[src/rtl/alu_share_ctrl_if.sv]
// Bundle of every signal between alu_share_ctrl and its neighbours: two
// requester ports (request + response) and the shared ALU's operand/result
// lines. The slave modport is the controller's view; the master modport is the
// view of the surrounding requesters and ALU.
interface alu_share_ctrl_if #(
    parameter int WIDTH = 32,
    parameter int OPW   = 3
);
    logic             req0_valid;
    logic             req0_ready;
    logic [OPW-1:0]   req0_op;
    logic [WIDTH-1:0] req0_a;
    logic [WIDTH-1:0] req0_b;

    logic             req1_valid;
    logic             req1_ready;
    logic [OPW-1:0]   req1_op;
    logic [WIDTH-1:0] req1_a;
    logic [WIDTH-1:0] req1_b;

    logic             resp0_valid;
    logic             resp0_ready;
    logic [WIDTH-1:0] resp0_result;
    logic             resp0_zero;

    logic             resp1_valid;
    logic             resp1_ready;
    logic [WIDTH-1:0] resp1_result;
    logic             resp1_zero;

    logic [OPW-1:0]   alu_op;
    logic [WIDTH-1:0] alu_data1;
    logic [WIDTH-1:0] alu_data2;
    logic [WIDTH-1:0] alu_result;

    modport slave (
        input  req0_valid, req0_op, req0_a, req0_b,
        input  req1_valid, req1_op, req1_a, req1_b,
        output req0_ready, req1_ready,
        output resp0_valid, resp0_result, resp0_zero,
        output resp1_valid, resp1_result, resp1_zero,
        input  resp0_ready, resp1_ready,
        output alu_op, alu_data1, alu_data2,
        input  alu_result
    );

    modport master (
        output req0_valid, req0_op, req0_a, req0_b,
        output req1_valid, req1_op, req1_a, req1_b,
        input  req0_ready, req1_ready,
        input  resp0_valid, resp0_result, resp0_zero,
        input  resp1_valid, resp1_result, resp1_zero,
        output resp0_ready, resp1_ready,
        input  alu_op, alu_data1, alu_data2,
        output alu_result
    );
endinterface

[src/rtl/alu_share_ctrl.sv]
// Shares one registered-output ALU between two requesters. A round-robin
// arbiter picks a request in IDLE, the operands are held on the ALU for one
// cycle, the ALU result is captured a cycle later and then presented on the
// owner's response port until it is taken. Only one operation is in flight.
//
//   state   | meaning
//   --------+-------------------------------------------------------------
//   IDLE    | no operation in flight; arbiter may accept a request
//   ISSUE   | alu_* held stable; the ALU samples them at the end of cycle
//   CAPTURE | alu_result valid; latched into result register with zero flag
//   RESP    | resp<owner>_valid high until resp<owner>_ready handshake
module alu_share_ctrl #(
    parameter int WIDTH = 32,
    parameter int OPW   = 3
) (
    input logic             clk,
    input logic             rst,
    alu_share_ctrl_if.slave bus
);

    typedef enum logic [1:0] {
        IDLE    = 2'd0,
        ISSUE   = 2'd1,
        CAPTURE = 2'd2,
        RESP    = 2'd3
    } state_t;

    state_t           state;
    state_t           state_nx;

    // last = requester granted most recently; the other one wins a tie.
    logic             last;
    logic             owner;

    logic [OPW-1:0]   op_q;
    logic [WIDTH-1:0] data1_q;
    logic [WIDTH-1:0] data2_q;
    logic [WIDTH-1:0] result_q;
    logic             zero_q;

    logic             grant0;
    logic             grant1;
    logic             ready0;
    logic             ready1;
    logic             accept;
    logic             accept_id;
    logic             resp_take;

    // Round-robin winner from the two valids and the last-granted pointer.
    always_comb begin
        grant0 = 1'b0;
        grant1 = 1'b0;
        if (bus.req0_valid && bus.req1_valid) begin
            grant0 = last;
            grant1 = ~last;
        end else begin
            grant0 = bus.req0_valid;
            grant1 = bus.req1_valid;
        end
    end

    // Next-state and handshake decode; ready is offered only in IDLE and never while rst is high.
    always_comb begin
        state_nx  = state;
        ready0    = 1'b0;
        ready1    = 1'b0;
        accept    = 1'b0;
        accept_id = 1'b0;
        resp_take = 1'b0;
        case (state)
            IDLE: begin
                if (!rst) begin
                    ready0 = grant0;
                    ready1 = grant1;
                    if (grant0 || grant1) begin
                        accept    = 1'b1;
                        accept_id = grant1;
                        state_nx  = ISSUE;
                    end
                end
            end
            ISSUE: begin
                state_nx = CAPTURE;
            end
            CAPTURE: begin
                state_nx = RESP;
            end
            RESP: begin
                resp_take = owner ? bus.resp1_ready : bus.resp0_ready;
                if (resp_take) begin
                    state_nx = IDLE;
                end
            end
            default: begin
                state_nx = IDLE;
            end
        endcase
    end

    // State register; reset drops any in-flight operation.
    always_ff @(posedge clk) begin
        if (rst) begin
            state <= IDLE;
        end else begin
            state <= state_nx;
        end
    end

    // Arbitration pointer, owner and the operand registers feeding the ALU.
    always_ff @(posedge clk) begin
        if (rst) begin
            last    <= 1'b1;
            owner   <= 1'b0;
            op_q    <= '0;
            data1_q <= '0;
            data2_q <= '0;
        end else if (accept) begin
            last  <= accept_id;
            owner <= accept_id;
            if (accept_id) begin
                op_q    <= bus.req1_op;
                data1_q <= bus.req1_a;
                data2_q <= bus.req1_b;
            end else begin
                op_q    <= bus.req0_op;
                data1_q <= bus.req0_a;
                data2_q <= bus.req0_b;
            end
        end
    end

    // Result capture; the ALU output is only trusted in CAPTURE.
    always_ff @(posedge clk) begin
        if (rst) begin
            result_q <= '0;
            zero_q   <= 1'b0;
        end else if (state == CAPTURE) begin
            result_q <= bus.alu_result;
            zero_q   <= (bus.alu_result == '0);
        end
    end

    assign bus.req0_ready   = ready0;
    assign bus.req1_ready   = ready1;

    assign bus.alu_op       = op_q;
    assign bus.alu_data1    = data1_q;
    assign bus.alu_data2    = data2_q;

    // Both response ports share one result register; valid selects the reader.
    assign bus.resp0_valid  = (state == RESP) && !owner;
    assign bus.resp1_valid  = (state == RESP) &&  owner;
    assign bus.resp0_result = result_q;
    assign bus.resp1_result = result_q;
    assign bus.resp0_zero   = zero_q;
    assign bus.resp1_zero   = zero_q;

endmodule

[src/flat_wrapper.sv]
// flat-port wrapper written by rule: the top's interface ports become plain ports
module alu_share_ctrl_flat 
#(
    parameter int WIDTH = 32,
    parameter int OPW   = 3
)
  (clk, rst, bus_req0_valid, bus_req0_op, bus_req0_a, bus_req0_b, bus_req1_valid, bus_req1_op, bus_req1_a, bus_req1_b, bus_req0_ready, bus_req1_ready, bus_resp0_valid, bus_resp0_result, bus_resp0_zero, bus_resp1_valid, bus_resp1_result, bus_resp1_zero, bus_resp0_ready, bus_resp1_ready, bus_alu_op, bus_alu_data1, bus_alu_data2, bus_alu_result);
  alu_share_ctrl_if #(.WIDTH(WIDTH), .OPW(OPW)) bus_i ();
  input logic clk;
  input logic rst;
  input wire logic [$bits(bus_i.req0_valid)-1:0] bus_req0_valid;
  input wire logic [$bits(bus_i.req0_op)-1:0] bus_req0_op;
  input wire logic [$bits(bus_i.req0_a)-1:0] bus_req0_a;
  input wire logic [$bits(bus_i.req0_b)-1:0] bus_req0_b;
  input wire logic [$bits(bus_i.req1_valid)-1:0] bus_req1_valid;
  input wire logic [$bits(bus_i.req1_op)-1:0] bus_req1_op;
  input wire logic [$bits(bus_i.req1_a)-1:0] bus_req1_a;
  input wire logic [$bits(bus_i.req1_b)-1:0] bus_req1_b;
  output wire logic [$bits(bus_i.req0_ready)-1:0] bus_req0_ready;
  output wire logic [$bits(bus_i.req1_ready)-1:0] bus_req1_ready;
  output wire logic [$bits(bus_i.resp0_valid)-1:0] bus_resp0_valid;
  output wire logic [$bits(bus_i.resp0_result)-1:0] bus_resp0_result;
  output wire logic [$bits(bus_i.resp0_zero)-1:0] bus_resp0_zero;
  output wire logic [$bits(bus_i.resp1_valid)-1:0] bus_resp1_valid;
  output wire logic [$bits(bus_i.resp1_result)-1:0] bus_resp1_result;
  output wire logic [$bits(bus_i.resp1_zero)-1:0] bus_resp1_zero;
  input wire logic [$bits(bus_i.resp0_ready)-1:0] bus_resp0_ready;
  input wire logic [$bits(bus_i.resp1_ready)-1:0] bus_resp1_ready;
  output wire logic [$bits(bus_i.alu_op)-1:0] bus_alu_op;
  output wire logic [$bits(bus_i.alu_data1)-1:0] bus_alu_data1;
  output wire logic [$bits(bus_i.alu_data2)-1:0] bus_alu_data2;
  input wire logic [$bits(bus_i.alu_result)-1:0] bus_alu_result;
  assign bus_i.req0_valid = bus_req0_valid;
  assign bus_i.req0_op = bus_req0_op;
  assign bus_i.req0_a = bus_req0_a;
  assign bus_i.req0_b = bus_req0_b;
  assign bus_i.req1_valid = bus_req1_valid;
  assign bus_i.req1_op = bus_req1_op;
  assign bus_i.req1_a = bus_req1_a;
  assign bus_i.req1_b = bus_req1_b;
  assign bus_req0_ready = bus_i.req0_ready;
  assign bus_req1_ready = bus_i.req1_ready;
  assign bus_resp0_valid = bus_i.resp0_valid;
  assign bus_resp0_result = bus_i.resp0_result;
  assign bus_resp0_zero = bus_i.resp0_zero;
  assign bus_resp1_valid = bus_i.resp1_valid;
  assign bus_resp1_result = bus_i.resp1_result;
  assign bus_resp1_zero = bus_i.resp1_zero;
  assign bus_i.resp0_ready = bus_resp0_ready;
  assign bus_i.resp1_ready = bus_resp1_ready;
  assign bus_alu_op = bus_i.alu_op;
  assign bus_alu_data1 = bus_i.alu_data1;
  assign bus_alu_data2 = bus_i.alu_data2;
  assign bus_i.alu_result = bus_alu_result;
  alu_share_ctrl #(.WIDTH(WIDTH), .OPW(OPW)) u_core (.clk(clk), .rst(rst), .bus(bus_i));
endmodule
[config.mk]
export PLATFORM = sky130hd
export DESIGN_NAME = alu_share_ctrl_flat
export DESIGN_NICKNAME = d
export VERILOG_FILES = /design/src/rtl/alu_share_ctrl_if.sv /design/src/rtl/alu_share_ctrl.sv /design/src/flat_wrapper.sv
export SDC_FILE = /design/constraint.sdc
export NUM_CORES = 1
export LEC_CHECK = 0
export CAP_MARGIN = 10
export CORE_ASPECT_RATIO = 0.5
export CORE_MARGIN = 3
export CORE_UTILIZATION = 45
export CTS_BUF_LIST = sky130_fd_sc_hd__clkbuf_8
export DETAILED_ROUTE_END_ITERATION = 12
export DONT_BUFFER_PORTS = 1
export GPL_ROUTABILITY_DRIVEN = 0
export PLACE_DENSITY = 0.63
export SLEW_MARGIN = 20
export SYNTH_ARGS = -nofsm -noshare
export SYNTH_HDL_FRONTEND = slang
export SYNTH_SLANG_ARGS = --single-unit
[constraint.sdc]
create_clock -name clk -period 3.4 [get_ports clk]
set_input_delay 0.51 -clock clk [delete_from_list [all_inputs] [get_ports clk]]
set_output_delay 0.51 -clock clk [all_outputs]
set_load 0.005 [all_outputs]
==> out/metrics.csv <==
metric;value;unit
Top delay family on crit path;buffers and inverters;
layout cells sized above 1;0.0720;
setup violators final;0;
Die X;150;µm
port bufs;0;
CP startpoint;u_core.state[0]$_SDFFE_PP0P_;
slowest stage cell, crit path;buf_4;
sequential share of the synthesized area;0.445;
final hold slack;0.204;ns
hold-fix buffers at CTS;0;
number of global-route vias before repair;3471;
WL per Instance;19.0;µm
Top Ports;309;
Longest Clk Path Bufs;2;
grt total ovfl;0;
Leak Pwr;1.68;nW
Final Hold Fails;0;
largest net degree at the start of global routing;107;
Clock Latency Late Sink;0.36;ns
Final Cycle Share;0.693;
status;finished clean;
clock tree from TritonCTS;yes;
Die Area;11700;µm²
Post-DRT Antenna Nets;0;
clock slew at reported path FFs;0.10;ns
Netlist cell types;28;
clock sinks;104;
Hold Startpoint;rst;
WP data required;3.66;ns
Synth Instances;556;
RSZ-0062 raised after global routing;no;
Min-Delay Path Class;in2reg;
via count;3570;
Seq cells post-synth;104;
worst r2r path cells;8;
final wirelength;12.1;mm
n_diodes;0;
Core ar.;9790;µm²
CTS root buf;clkbuf_8;
Layout Skew;0.00853;ns
crit path cell chain;inv_1 -> ha_1 -> nor2b_4 -> nand3_2 -> inv_2 -> buf_4 -> nand2_1 -> a311oi_1;
highest cell delay on the worst timing path;0.47;ns
Least-Margin Pin Slew;0.709;ns
fmax;0.424;GHz
CP arrival;2.61;ns
CP max FO;37;
post-synth net total;732;
Total GRT Usage;0.193;
WP depth;8;
kind of critical path;reg2reg;
Mapped Avg Cell Area;8.42;µm²
worst setup path endpoint;u_core.bus.alu_data1[5]$_SDFFE_PP0P_;
post-cts resize count;0;
initial DRC count;184;
# nets final;671;
worst r2r src;u_core.state[0]$_SDFFE_PP0P_;
Syn Std Cell Area;4680;µm²
CTS H-tree depth;3;
reg-to-reg endpoint;u_core.bus.alu_data1[5]$_SDFFE_PP0P_;
max-cap viol count;0;
Power Density;746;nW/µm²
HPWL after detailed placement;8.47;mm
R2R setup slack;1.04;ns
Setup crit end kind;flip-flop;
setup TNS;0;ns
Pre-antenna DRT Iters;4;
area grow syn2layout;-0.508;%
Startpoint Class;flip-flop;
first-pass GRT wire length;18.1;mm
antenna violations before repair;0;
Period minus WS final;2.36;ns
DRC errors left;0;
YS warnings;0;
row cnt;25;
fin. max-slew vios;0;
Vert. Die Dim;78.1;µm
post-CTS setup buffer count;0;
relative slew slack;0.527;
CTS Buf Count;9;
worst ir drop on vdd;0.229;mV
drt via density;5.62;
Starting Density;0.478;
worst path bufs/invs;3;
[worst reg2reg max path: cells and delay by family (launching register included)]
kind	cells	cell delay, ns
flops	1	0.34
buf+inv	3	1.02
simple gates	3	0.40
compound gates	1	0.32
fa+ha+maj	1	0.19
[per-stage QoR]
step	total power [W]	cells	util	setup WS [ns]	area, µm²
after floorplan	0.00264	556	-	1.72	4680
after global placement	0.00271	619	0.455	1.21	4460
after detailed placement	0.00274	619	0.455	1.07	4460
after CTS	0.00352	635	0.476	1.04	4660
after global routing	0.00374	635	0.476	0.799	4660
final	0.00347	635	0.476	1.04	4660
[layer usage]
| metal | track usage | share of wire | up-vias | routed length [µm] |
|---|---|---|---|---|
| met5 | 0 | 0 | - | 0 |
| met4 | 0.0557 | 0.019 | 0 | 228 |
| met3 | 0.0865 | 0.10 | 22 | 1230 |
| met2 | 0.333 | 0.49 | 160 | 5930 |
| met1 | 0.216 | 0.39 | 1643 | 4680 |
| li1 | - | - | 1745 | - |
[cells by family (layout without fill, tap and decap cells)]
group / after synthesis / in the layout / share of synthesized area
and+or+nand+nor: 258 / 258 / 0.219
DFF: 104 / 104 / 0.445
buffers and inverters: 82 / 26 / 0.104
AOI/OAI and AO/OA: 74 / 74 / 0.149
muxes: 34 / 34 / 0.0727
adders and majority gates: 4 / 4 / 0.0107
[cell usage after synthesis (all sizes together)]
| cell | number | area [µm²] |
|---|---|---|
| buf | 63 | 415 |
| nor4 | 6 | 37.5 |
| nand4 | 1 | 6.26 |
| or4 | 2 | 15.0 |
| nor2 | 104 | 390 |
| a22oi | 1 | 7.51 |
| nand2 | 137 | 514 |
| nor4b | 1 | 8.76 |
| inv | 4 | 15.0 |
| mux2i | 34 | 340 |
| dfxtp | 104 | 2080 |
| o21ai | 1 | 5.00 |
| a211oi | 1 | 7.51 |
| nand3 | 2 | 15.0 |
| o22ai | 1 | 12.5 |
| nand2b | 1 | 6.26 |
| and2 | 1 | 6.26 |
| a21oi | 3 | 15.0 |
| clkbuf | 15 | 56.3 |
| nor2b | 3 | 26.3 |
| ha | 4 | 50.1 |
| a311oi | 67 | 649 |
[report_power, final]
group / leakage (nW) / internal [W] / switching [W]
Clock: 0.101 / 0.000357 / 0.000423
Sequential: 0.853 / 0.00150 / 0.000258
Combinational: 0.729 / 0.000404 / 0.000535
Total: 1.68 / 0.00226 / 0.00122
[flip-flops by register name (all words and copies together), names as in the netlist]
name,flops
u_core.last,1
u_core.state,2
u_core.bus.resp0_zero,1
u_core.bus.resp0_result,32
u_core.bus.alu_op,3
u_core.owner,1
u_core.bus.alu_data1,32
u_core.bus.alu_data2,32
[cell usage in the layout (no fill, tap or decap), types with 2 or more instances in the layout]
cell        instances
dfxtp_1           104
nor2b_4             2
ha_1                3
nor4_1              6
nand2_1           137
mux2i_1            34
buf_12              2
clkbuf_8           10
buf_4               4
clkinvlp_4          2
nor2_1            104
a311oi_2           10
a311oi_1           57
a21oi_1             3
or4_1               2
inv_1               5
[area by class of cell]
type	count	area [µm²]
Fill cell	971	5130
Multi-Input combinational cell	370	2120
Sequential cell	104	2080
Tap cell	135	169
Clock buffer	10	138
Timing Repair Buffer	6	70.1
Clock inverter	6	61.3
Inverter	4	15.0
[worst min-delay path by stage]
stage	slack (ns)	cells past startpoint	to
after global placement	0.47	2	u_core.last$_SDFFE_PP1P_
after global routing	0.17	1	u_core.bus.resp0_result[26]$_SDFFE_PP0N_
after CTS	0.18	1	u_core.bus.resp0_result[29]$_SDFFE_PP0N_
after floorplan	0.46	2	u_core.last$_SDFFE_PP1P_
after detailed placement	0.47	2	u_core.last$_SDFFE_PP1P_
final	0.20	1	u_core.bus.resp0_result[29]$_SDFFE_PP0N_
No activity file was read; power rests on OpenSTA's default activity.
